**src/rtl/wishbone_pkg.sv**
```systemverilog
// Shared Wishbone bus types plus the IRQ chain vector type, used by the
// config-space block that drives the chain and by the sink that terminates it.
package wishbone_pkg;

  localparam int WB_ADR_WID = 32;
  localparam int WB_DAT_WID = 32;
  localparam int WB_SEL_WID = WB_DAT_WID / 8;

  typedef logic [WB_ADR_WID-1:0] wb_adr_t;
  typedef logic [WB_DAT_WID-1:0] wb_dat_t;
  typedef logic [WB_SEL_WID-1:0] wb_sel_t;

  typedef struct packed {
    logic    cyc;
    logic    stb;
    logic    we;
    wb_adr_t adr;
    wb_dat_t dat;
    wb_sel_t sel;
  } wb_req_t;

  typedef struct packed {
    logic    ack;
    logic    err;
    logic    stall;
    wb_dat_t dat;
  } wb_rsp_t;

  localparam wb_req_t WB_REQ_IDLE = '{cyc: 1'b0, stb: 1'b0, we: 1'b0,
                                      adr: '0, dat: '0, sel: '0};
  localparam wb_rsp_t WB_RSP_IDLE = '{ack: 1'b0, err: 1'b0, stall: 1'b0, dat: '0};

  // One chain word per cycle; an all-zero word means no interrupt this cycle.
  localparam int IRQ_VECT_WID = 16;
  typedef logic [IRQ_VECT_WID-1:0] irq_vect_t;
  localparam irq_vect_t IRQ_CHAIN_IDLE = 16'h0000;

  function automatic logic irq_vect_valid(input irq_vect_t v);
    return v != IRQ_CHAIN_IDLE;
  endfunction

endpackage

```
**src/rtl/irq_sync_fifo.sv**
```systemverilog
// First-word-fall-through synchronous FIFO; the occupancy counter is the only
// full/empty discriminator, so the pointers are plain log2(DEPTH)-bit wrappers.
module irq_sync_fifo #(
  parameter int WID   = 16,
  parameter int DEPTH = 16
) (
  input  logic                     clk_i,
  input  logic                     rst_i,
  input  logic                     push_i,
  input  logic [WID-1:0]           wdata_i,
  input  logic                     pop_i,
  output logic [WID-1:0]           rdata_o,
  output logic                     valid_o,
  output logic [$clog2(DEPTH):0]   count_o,
  output logic                     full_o,
  output logic                     empty_o
);

  localparam int PW = $clog2(DEPTH);
  localparam int CW = PW + 1;
  localparam logic [CW-1:0] CNT_FULL = CW'(DEPTH);

  logic [WID-1:0] mem_q [DEPTH];
  logic [PW-1:0]  wr_ptr_q, wr_ptr_d;
  logic [PW-1:0]  rd_ptr_q, rd_ptr_d;
  logic [CW-1:0]  count_q, count_d;
  logic           push_ok;
  logic           pop_ok;

  // A pop is only honoured with data present; a push into a full FIFO is only
  // honoured when the same cycle frees the head slot.
  assign pop_ok  = pop_i && (count_q != '0);
  assign push_ok = push_i && ((count_q != CNT_FULL) || pop_ok);

  always_comb begin
    wr_ptr_d = wr_ptr_q;
    rd_ptr_d = rd_ptr_q;
    count_d  = count_q;
    if (push_ok) wr_ptr_d = wr_ptr_q + 1'b1;
    if (pop_ok)  rd_ptr_d = rd_ptr_q + 1'b1;
    case ({push_ok, pop_ok})
      2'b10:   count_d = count_q + 1'b1;
      2'b01:   count_d = count_q - 1'b1;
      default: count_d = count_q;
    endcase
  end

  always_ff @(posedge clk_i) begin
    if (rst_i) begin
      wr_ptr_q <= '0;
      rd_ptr_q <= '0;
      count_q  <= '0;
    end else begin
      wr_ptr_q <= wr_ptr_d;
      rd_ptr_q <= rd_ptr_d;
      count_q  <= count_d;
    end
  end

  // Storage is deliberately left out of reset.
  always_ff @(posedge clk_i) begin
    if (push_ok && !rst_i) mem_q[wr_ptr_q] <= wdata_i;
  end

  assign valid_o = (count_q != '0);
  assign rdata_o = valid_o ? mem_q[rd_ptr_q] : '0;
  assign count_o = count_q;
  assign full_o  = (count_q == CNT_FULL);
  assign empty_o = (count_q == '0);

endmodule

```
**src/rtl/irq_chain_sink.sv**
```systemverilog
// Terminates the IRQ daisy chain: captures non-zero vectors into a FWFT queue,
// counts vectors lost to overflow and raises a level interrupt while non-empty.
module irq_chain_sink
  import wishbone_pkg::*;
#(
  parameter int DEPTH    = 16,
  parameter int DROP_WID = 16
) (
  input  logic                     clk_i,
  input  logic                     rst_i,
  input  logic [15:0]              irq_chain_i,
  input  logic                     en_i,
  output logic [15:0]              vec_o,
  output logic                     vec_valid_o,
  input  logic                     vec_ready_i,
  output logic                     irq_o,
  output logic [$clog2(DEPTH):0]   count_o,
  output logic                     full_o,
  output logic                     empty_o,
  output logic [DROP_WID-1:0]      drop_cnt_o,
  input  logic                     drop_clr_i
);

  // Handshake: vec_o transfers on a cycle where vec_valid_o && vec_ready_i;
  // while vec_valid_o is high and vec_ready_i low, vec_o holds its value.
  // vec_ready_i has no effect while vec_valid_o is low.

  irq_vect_t                 chain_w;
  logic                      push_req;
  logic                      pop_req;
  logic                      drop;
  logic                      fifo_full;
  logic                      fifo_valid;
  logic [DROP_WID-1:0]       drop_cnt_q, drop_cnt_d;

  assign chain_w  = irq_vect_t'(irq_chain_i);
  assign push_req = en_i && irq_vect_valid(chain_w);
  assign pop_req  = fifo_valid && vec_ready_i;
  // Only a full queue with no pop in the same cycle loses the word.
  assign drop     = push_req && fifo_full && !pop_req;

  irq_sync_fifo #(
    .WID   (IRQ_VECT_WID),
    .DEPTH (DEPTH)
  ) u_fifo (
    .clk_i   (clk_i),
    .rst_i   (rst_i),
    .push_i  (push_req),
    .wdata_i (chain_w),
    .pop_i   (pop_req),
    .rdata_o (vec_o),
    .valid_o (fifo_valid),
    .count_o (count_o),
    .full_o  (fifo_full),
    .empty_o (empty_o)
  );

  always_comb begin
    drop_cnt_d = drop_cnt_q;
    if (drop_clr_i) begin
      drop_cnt_d = drop ? DROP_WID'(1) : '0;
    end else if (drop && (drop_cnt_q != '1)) begin
      drop_cnt_d = drop_cnt_q + 1'b1;
    end
  end

  always_ff @(posedge clk_i) begin
    if (rst_i) drop_cnt_q <= '0;
    else       drop_cnt_q <= drop_cnt_d;
  end

  assign vec_valid_o = fifo_valid;
  assign irq_o       = fifo_valid;
  assign full_o      = fifo_full;
  assign drop_cnt_o  = drop_cnt_q;

endmodule
```
**config.mk**
```make
export PLATFORM = sky130hd
export DESIGN_NAME = irq_chain_sink
export DESIGN_NICKNAME = d
export VERILOG_FILES = /design/src/rtl/wishbone_pkg.sv /design/src/rtl/irq_sync_fifo.sv /design/src/rtl/irq_chain_sink.sv
export SDC_FILE = /design/constraint.sdc
export NUM_CORES = 1
export LEC_CHECK = 0
export CORE_MARGIN = 10
export CORE_UTILIZATION = 35
export CTS_CLUSTER_SIZE = 24
export DETAILED_ROUTE_END_ITERATION = 6
export DONT_BUFFER_PORTS = 1
export MAX_ROUTING_LAYER = met4
export PLACE_DENSITY = 0.63
export SETUP_SLACK_MARGIN = 0.3
export SKIP_LAST_GASP = 1
export SYNTH_ARGS = -nofsm -noshare
export SYNTH_HDL_FRONTEND = slang
export SYNTH_SLANG_ARGS = --single-unit
```
**constraint.sdc**
```tcl
create_clock -name clk_i -period 3.3 [get_ports clk_i]
set_input_delay 0.66 -clock clk_i [delete_from_list [all_inputs] [get_ports clk_i]]
set_output_delay 0.66 -clock clk_i [all_outputs]
set_load 0.05 [all_outputs]
```
Word level (Yosys, flattened, before mapping) --
Memory sizes are Yosys's and may differ from the RTL's. A register that Yosys moved wholly into a read port is not among the register bits. Index checks and enable logic that the tools add are counted.
Word-level totals: flip-flop bits (word level) 29, memory bits (writable) 256, bits of input ports 21, output and inout port bits 41, word-level logic and storage cells 40, memories 1
Operators by class: add/sub/neg operators 5, equal/unequal tests 5, multiplexer cells 9, reductions and logical operators 16
Memories:
- u_fifo.mem_q | depth 16, bits a word 16, read ports 1, clocked after memory_dff 1, write ports 1, RTL line irq_sync_fifo.sv:23 | logic [WID-1:0] mem_q [DEPTH];
Operators by type and width (count):
- two-way mux 16 bit | 3
- adder 16 x 1 -> 16 bit (second input constant) | 1
- != test 16 bit (second input constant) | 1
- nonzero test 16 bit | 1
- case mux 5 bit (2 select lines) | 1
- adder 4 x 1 -> 4 bit (second input constant) | 2
- logical AND 1 bit | 8
- two-way mux 4 bit | 2
- adder 5 x 1 -> 5 bit (second input constant) | 1
- == test 5 bit (second input constant) | 1
- zero test 5 bit | 1
- != test 5 bit (second input constant) | 1
- nonzero test 5 bit | 1
- subtractor 5 x 1 -> 5 bit (second input constant) | 1
- nonzero test 2 bit | 2
- two-way mux 1 bit | 3
- == test 2 x 1 -> 1 bit (second input constant) | 1
- == test 2 bit (second input constant) | 1
- zero test 1 bit | 2
- logical OR 1 bit | 1

Depth between registers and ports, before layout --
depth after elaboration 8, mapped depth 10, gate-level depth less buffers 10

Hierarchy --
From an unflattened synthesis, not the netlist that was laid out.
Unflattened totals: cells, all modules 635, area total of the unflattened synthesis 11677.4 µm²
Modules (own cells, without submodules):
- irq_sync_fifo | instances 1, cells each 529, area an instance 10800.4 µm², sequential area each 8027.7 µm²
- irq_chain_sink | instances 1, cells each 106, area an instance 877.1 µm², sequential area each 320.3 µm²

Least setup slack after synthesis --
Ideal clock, no wire load.
path kind input port to flip-flop, start point in irq_chain_i[10], end point reg u_fifo.count_q[4] (netlist: u_fifo.count_o[4]), library setup time 0.123 ns, arrival time 3.074 ns, required time 3.177 ns, path slack 0.103 ns, stages on the path 10, buffers on the path 0, cell sequence or4_1 > o41a_4 > nor2_8 > inv_1 > fa_1 > inv_1 > a21o_1 > a21oi_1 > mux2i_1 > mux2_1
On the way: cells in the longest elaborated chain, start to end 5, elaborated cells on any way between the ends 7, those cells by class 2 x eq/ne; 1 x mux; 4 x reduce/logical
RTL lines:
- start: declaration | RTL line irq_chain_sink.sv:11 | input logic [15:0] irq_chain_i,
- nonzero test 16 bit (*) | RTL line wishbone_pkg.sv:39 | return v != IRQ_CHAIN_IDLE;
- logical AND 1 bit (*) | RTL line irq_chain_sink.sv:37 | assign push_req = en_i && irq_vect_valid(chain_w);
- logical AND 1 bit (*) | RTL line irq_sync_fifo.sv:33 | assign push_ok = push_i && ((count_q != CNT_FULL) || pop_ok);
- == test 2 x 1 -> 1 bit / == test 2 bit (equally long branches) | RTL line irq_sync_fifo.sv:41 | case ({push_ok, pop_ok})
- case mux 5 bit (2 select lines) / nonzero test 2 bit (equally long branches)
- end signal: assignment | RTL line irq_sync_fifo.sv:56 | count_q <= count_d;
- end: declaration | RTL line irq_sync_fifo.sv:26 | logic [CW-1:0] count_q, count_d;
Every way passes the cells marked *; elsewhere a longest branch is shown, timed or not. A chain may end at the register's enable or synchronous reset.

==> results.py <==
metrics = {
    "final_layout": {
        "final_util_pct": 42.42,
        "instances_no_fill": 1136,
        "fin_nets": 703,
        "layout-drive-gt1-share_pct": 32.47,
        "syn2layout_area_growth_pct": 19.50,
        "final_area_um2": 13800,
        "multiInputGateArea_um2": 3107,
        "seq_area_um2": 8356,
        "fillers": 2822,
    },
    "placed_design": {
        "postPlaceCellArea_um2": 12480,
        "hpwl_um": 15750,
        "dp_cells": 1064,
        "portBuffers": 0,
        "gp_congestion": 0.7959,
    },
    "clocking": {
        "clockBufferDepth": 3,
        "cts_tree": "yes",
        "insertion_delay_ns": 0.55,
        "clock-root-buffer": "clkbuf_16",
        "hold_buffers": 0,
        "clkSinkCount": 289,
        "cts-htree-levels": 1,
        "clkSlewWorstSetupHoldPaths_ns": 0.06,
        "cts_buffers": 30,
    },
    "global_routing": {
        "track_usage_pct": 13.39,
        "grt-ovfl-total": 0,
        "grt_antenna_before_repair": 0,
        "grt_max_degree": 22,
        "grt_first_pass_wirelength_um": 40290,
        "grt_pass1_vias": 6411,
    },
    "setup_path": {
        "crit_arrival_ns": 2.58,
        "r2r-start": "u_fifo.count_o[1]$_SDFFE_PP0P_",
        "crit_fanout": 7,
        "worst-path-buf-inv": 4,
        "worstSetupEndpointType": "output pin",
        "start_kind": "flip-flop",
        "rr_worst_depth": 8,
        "cpMaxStageDelayCell": "mux4_2",
        "r2r_slack_ns": 0.51,
        "slowest_delay_ns": 0.50,
        "critPathKind": "reg2out",
        "worst_ep_required_time_ns": 2.64,
        "cp_cell_sequence": "buf_12 -> buf_8 -> buf_16 -> mux4_2 -> mux4_2 -> and2_4 -> buf_8",
        "critical_path.top_delay_family": "multiplexers",
        "reg2reg_to": "u_fifo.count_o[4]$_SDFFE_PP0P_",
    },
    "floorplan": {
        "coreArea_um2": 32540,
        "ios": 62,
        "initial_core_util_pct": 35.50,
        "die_w_um": 201.7,
        "dieArea_um2": 40670,
        "rows": 66,
        "dieHeight_um": 201.7,
    },
    "synthesis": {
        "synth_flop_cell": "edfxtp_1",
        "synth_nets": 627,
        "synth-edff-count": 256,
        "syn_avg_cell_area_um2": 19.38,
        "synthesis.area_um2": 11550,
        "ys_warn_count": 0,
        "ys_ff_latch": 289,
        "synth_cell_type_count": 47,
        "async_flop_share_pct": 0,
        "synth_cells": 596,
        "yosysSeqAreaShare_pct": 72.27,
    },
    "power_and_ir_drop": {
        "p_leak_uw": 0.004338,
        "ir_drop_mv": 0.6748,
        "power_uw": 10640,
        "p_sw_share_pct": 29.64,
        "switching_power_uw": 3155,
        "power.density_nw_per_um2": 771.1,
        "p_int_uw": 7489,
        "seq_power_share_pct": 39.0,
        "p_comb_share_pct": 32.5,
        "clkPwrFrac_pct": 28.5,
    },
    "flow_run": {
        "timing.max_cap.violations": 0,
    },
    "timing": {
        "slew_viol_final": 0,
        "fin_crit_ns": 3.236,
        "fin_crit_sh_pct": 98.06,
        "worst_clock_skew_ns": 0.01712,
        "finalSetupTns_ns": 0,
        "fmax_mhz": 309.0,
        "rsz0062_at_grt": "true",
        "tightest_slew_ns": 0.8652,
        "final_hold_viol_count": 0,
        "max_slew_margin_pct": 42.11,
        "finalSetupViolations": 0,
    },
    "detailed_routing": {
        "dr.pass1.iters": 6,
        "routed_wl_um": 26690,
        "drt-vias-per-instance": 5.293,
        "drt_iter0_drc": 417,
        "avgRoutedWirePerCell_um": 23.49,
        "ant_nets": 0,
        "remaining_drc_errors": 0,
        "num_vias": 6013,
    },
    "min_path": {
        "min_path_cells": 1,
        "min-delay-start": "rst_i",
        "hp-class": "in2reg",
    },
    "outcome": {
        "status": "completed",
    },
}
==> worst reg2reg max path: stages (launching register included) <==
cell	delay, ns
dfxtp_1	0.40
or4_4	0.57
o21ai_2	0.43
nor2_8	0.07
buf_4	0.17
ha_1	0.31
a21oi_1	0.17
mux2i_1	0.22
mux2_1	0.33
==> worst max path at each step <==
stage / startpoint / to / slack, ns / depth (start not counted)
floorplan: irq_chain_i[2] / u_fifo.count_o[4]$_SDFFE_PP0P_ / 0.16 / 10
global placement: irq_chain_i[9] / u_fifo.count_o[4]$_SDFFE_PP0P_ / 0.08 / 10
detailed placement: irq_chain_i[9] / u_fifo.count_o[4]$_SDFFE_PP0P_ / 0.05 / 10
CTS: flip-flop / vec_o[11] / 0.03 / 5
global route: flip-flop / vec_o[7] / 0.0001 / 7
finish: flip-flop / vec_o[7] / 0.06 / 7
==> power groups by stage <==
stage          Clock (uW)  Sequential (uW)  Combinational, uW
2_1_floorplan           0             4260               2030
3_3_place_gp            0             4270               2680
3_5_place_dp            0             4280               2730
4_1_cts              3110             4150               3390
5_1_grt              3260             4160               3650
6_report             3040             4150               3460
==> cells in the final DEF, fill, tap and decap left out, types with 7 or more instances in the layout <==
| master | n |
|---|---|
| inv_1 | 7 |
| xnor2_1 | 11 |
| buf_4 | 46 |
| mux4_2 | 80 |
| dfxtp_1 | 31 |
| nor4_1 | 7 |
| nand2_1 | 13 |
| nor2_1 | 37 |
| a21oi_1 | 16 |
| and2_4 | 16 |
| nand3_1 | 14 |
| buf_12 | 11 |
| edfxtp_1 | 256 |
| clkbuf_16 | 31 |
| clkinv_1 | 9 |
| ha_1 | 8 |
==> synthesized netlist by cell type (all sizes together), types with 2 or more instances <==
cell | count | area (um^2)
a21o | 2 | 15.01
a21oi | 16 | 80.08
a41o | 2 | 20.02
and2 | 18 | 112.6
and3 | 2 | 17.52
buf | 14 | 68.82
clkbuf | 15 | 56.30
dfxtp | 33 | 660.6
edfxtp | 256 | 7687
ha | 9 | 112.6
inv | 9 | 33.78
mux4 | 80 | 1802
nand2 | 13 | 48.80
nand3 | 14 | 70.07
nand3b | 2 | 15.01
nand4 | 4 | 25.02
nand4b | 2 | 17.52
nor2 | 38 | 158.9
nor3 | 6 | 30.03
nor4 | 8 | 65.06
o211ai | 2 | 15.01
o21ai | 6 | 33.78
o311a | 2 | 20.02
o31ai | 4 | 30.03
o41ai | 2 | 25.03
or2 | 2 | 12.51
or3 | 3 | 18.77
or4 | 9 | 75.07
xnor2 | 11 | 96.34
xor2 | 3 | 26.28
==> kinds of logic after synthesis <==
group / count (synthesis) / synth area share (%)
buffers and inverters: 38 / 1.376
flip-flops: 289 / 72.27
AO/OA/AOI/OAI: 38 / 2.329
adder cells (fa/ha/maj): 10 / 1.148
multiplexers: 82 / 15.78
XOR/XNOR: 14 / 1.062
AND/OR/NAND/NOR: 125 / 6.033
==> flip-flops by register name, summed over array words and instances (netlist names), named ones only <==
register         count
u_fifo.mem_q       256
drop_cnt_o          16
u_fifo.count_o       5
u_fifo.rd_ptr_q      4
u_fifo.wr_ptr_q      4
==> final cells by class <==
cell class | count | area share, %
diodes | 1 | 0.01813
clock buffers | 36 | 5.602
clock inverters | 17 | 0.8339
inverters | 9 | 0.2719
multi-input cells | 269 | 22.51
flip-flops and latches | 289 | 60.53
well taps | 442 | 4.007
repair buffers | 73 | 6.227
==> through the flow <==
| stage | hold WS [ns] | setup slack [ns] |
|---|---|---|
| 6_report | 0.1819 | 0.06394 |
| 5_1_grt | 0.1590 | 0.0001015 |
| 4_1_cts | 0.1561 | 0.03466 |
| 3_5_place_dp | 0.5037 | 0.04996 |
| 3_3_place_gp | 0.4608 | 0.08276 |
| 2_1_floorplan | 0.4591 | 0.1582 |
==> per-layer routing <==
metal,global-route usage [%],vias up,wire (um)
li1,-,2603,-
met1,16.45,3161,10870
met2,22.24,207,13580
met3,2.988,42,1763
met4,2.953,0,468
met5,-,-,0
==> what timing repair did <==
| item | in CTS | in global routing |
|---|---|---|
| buffers inserted | 11 | 2 |
| setup endpoints to repair | 19 | 16 |
| cloned | 4 | 1 |
| resized for setup | 41 | 10 |
Power figures use the tool's default switching activity.
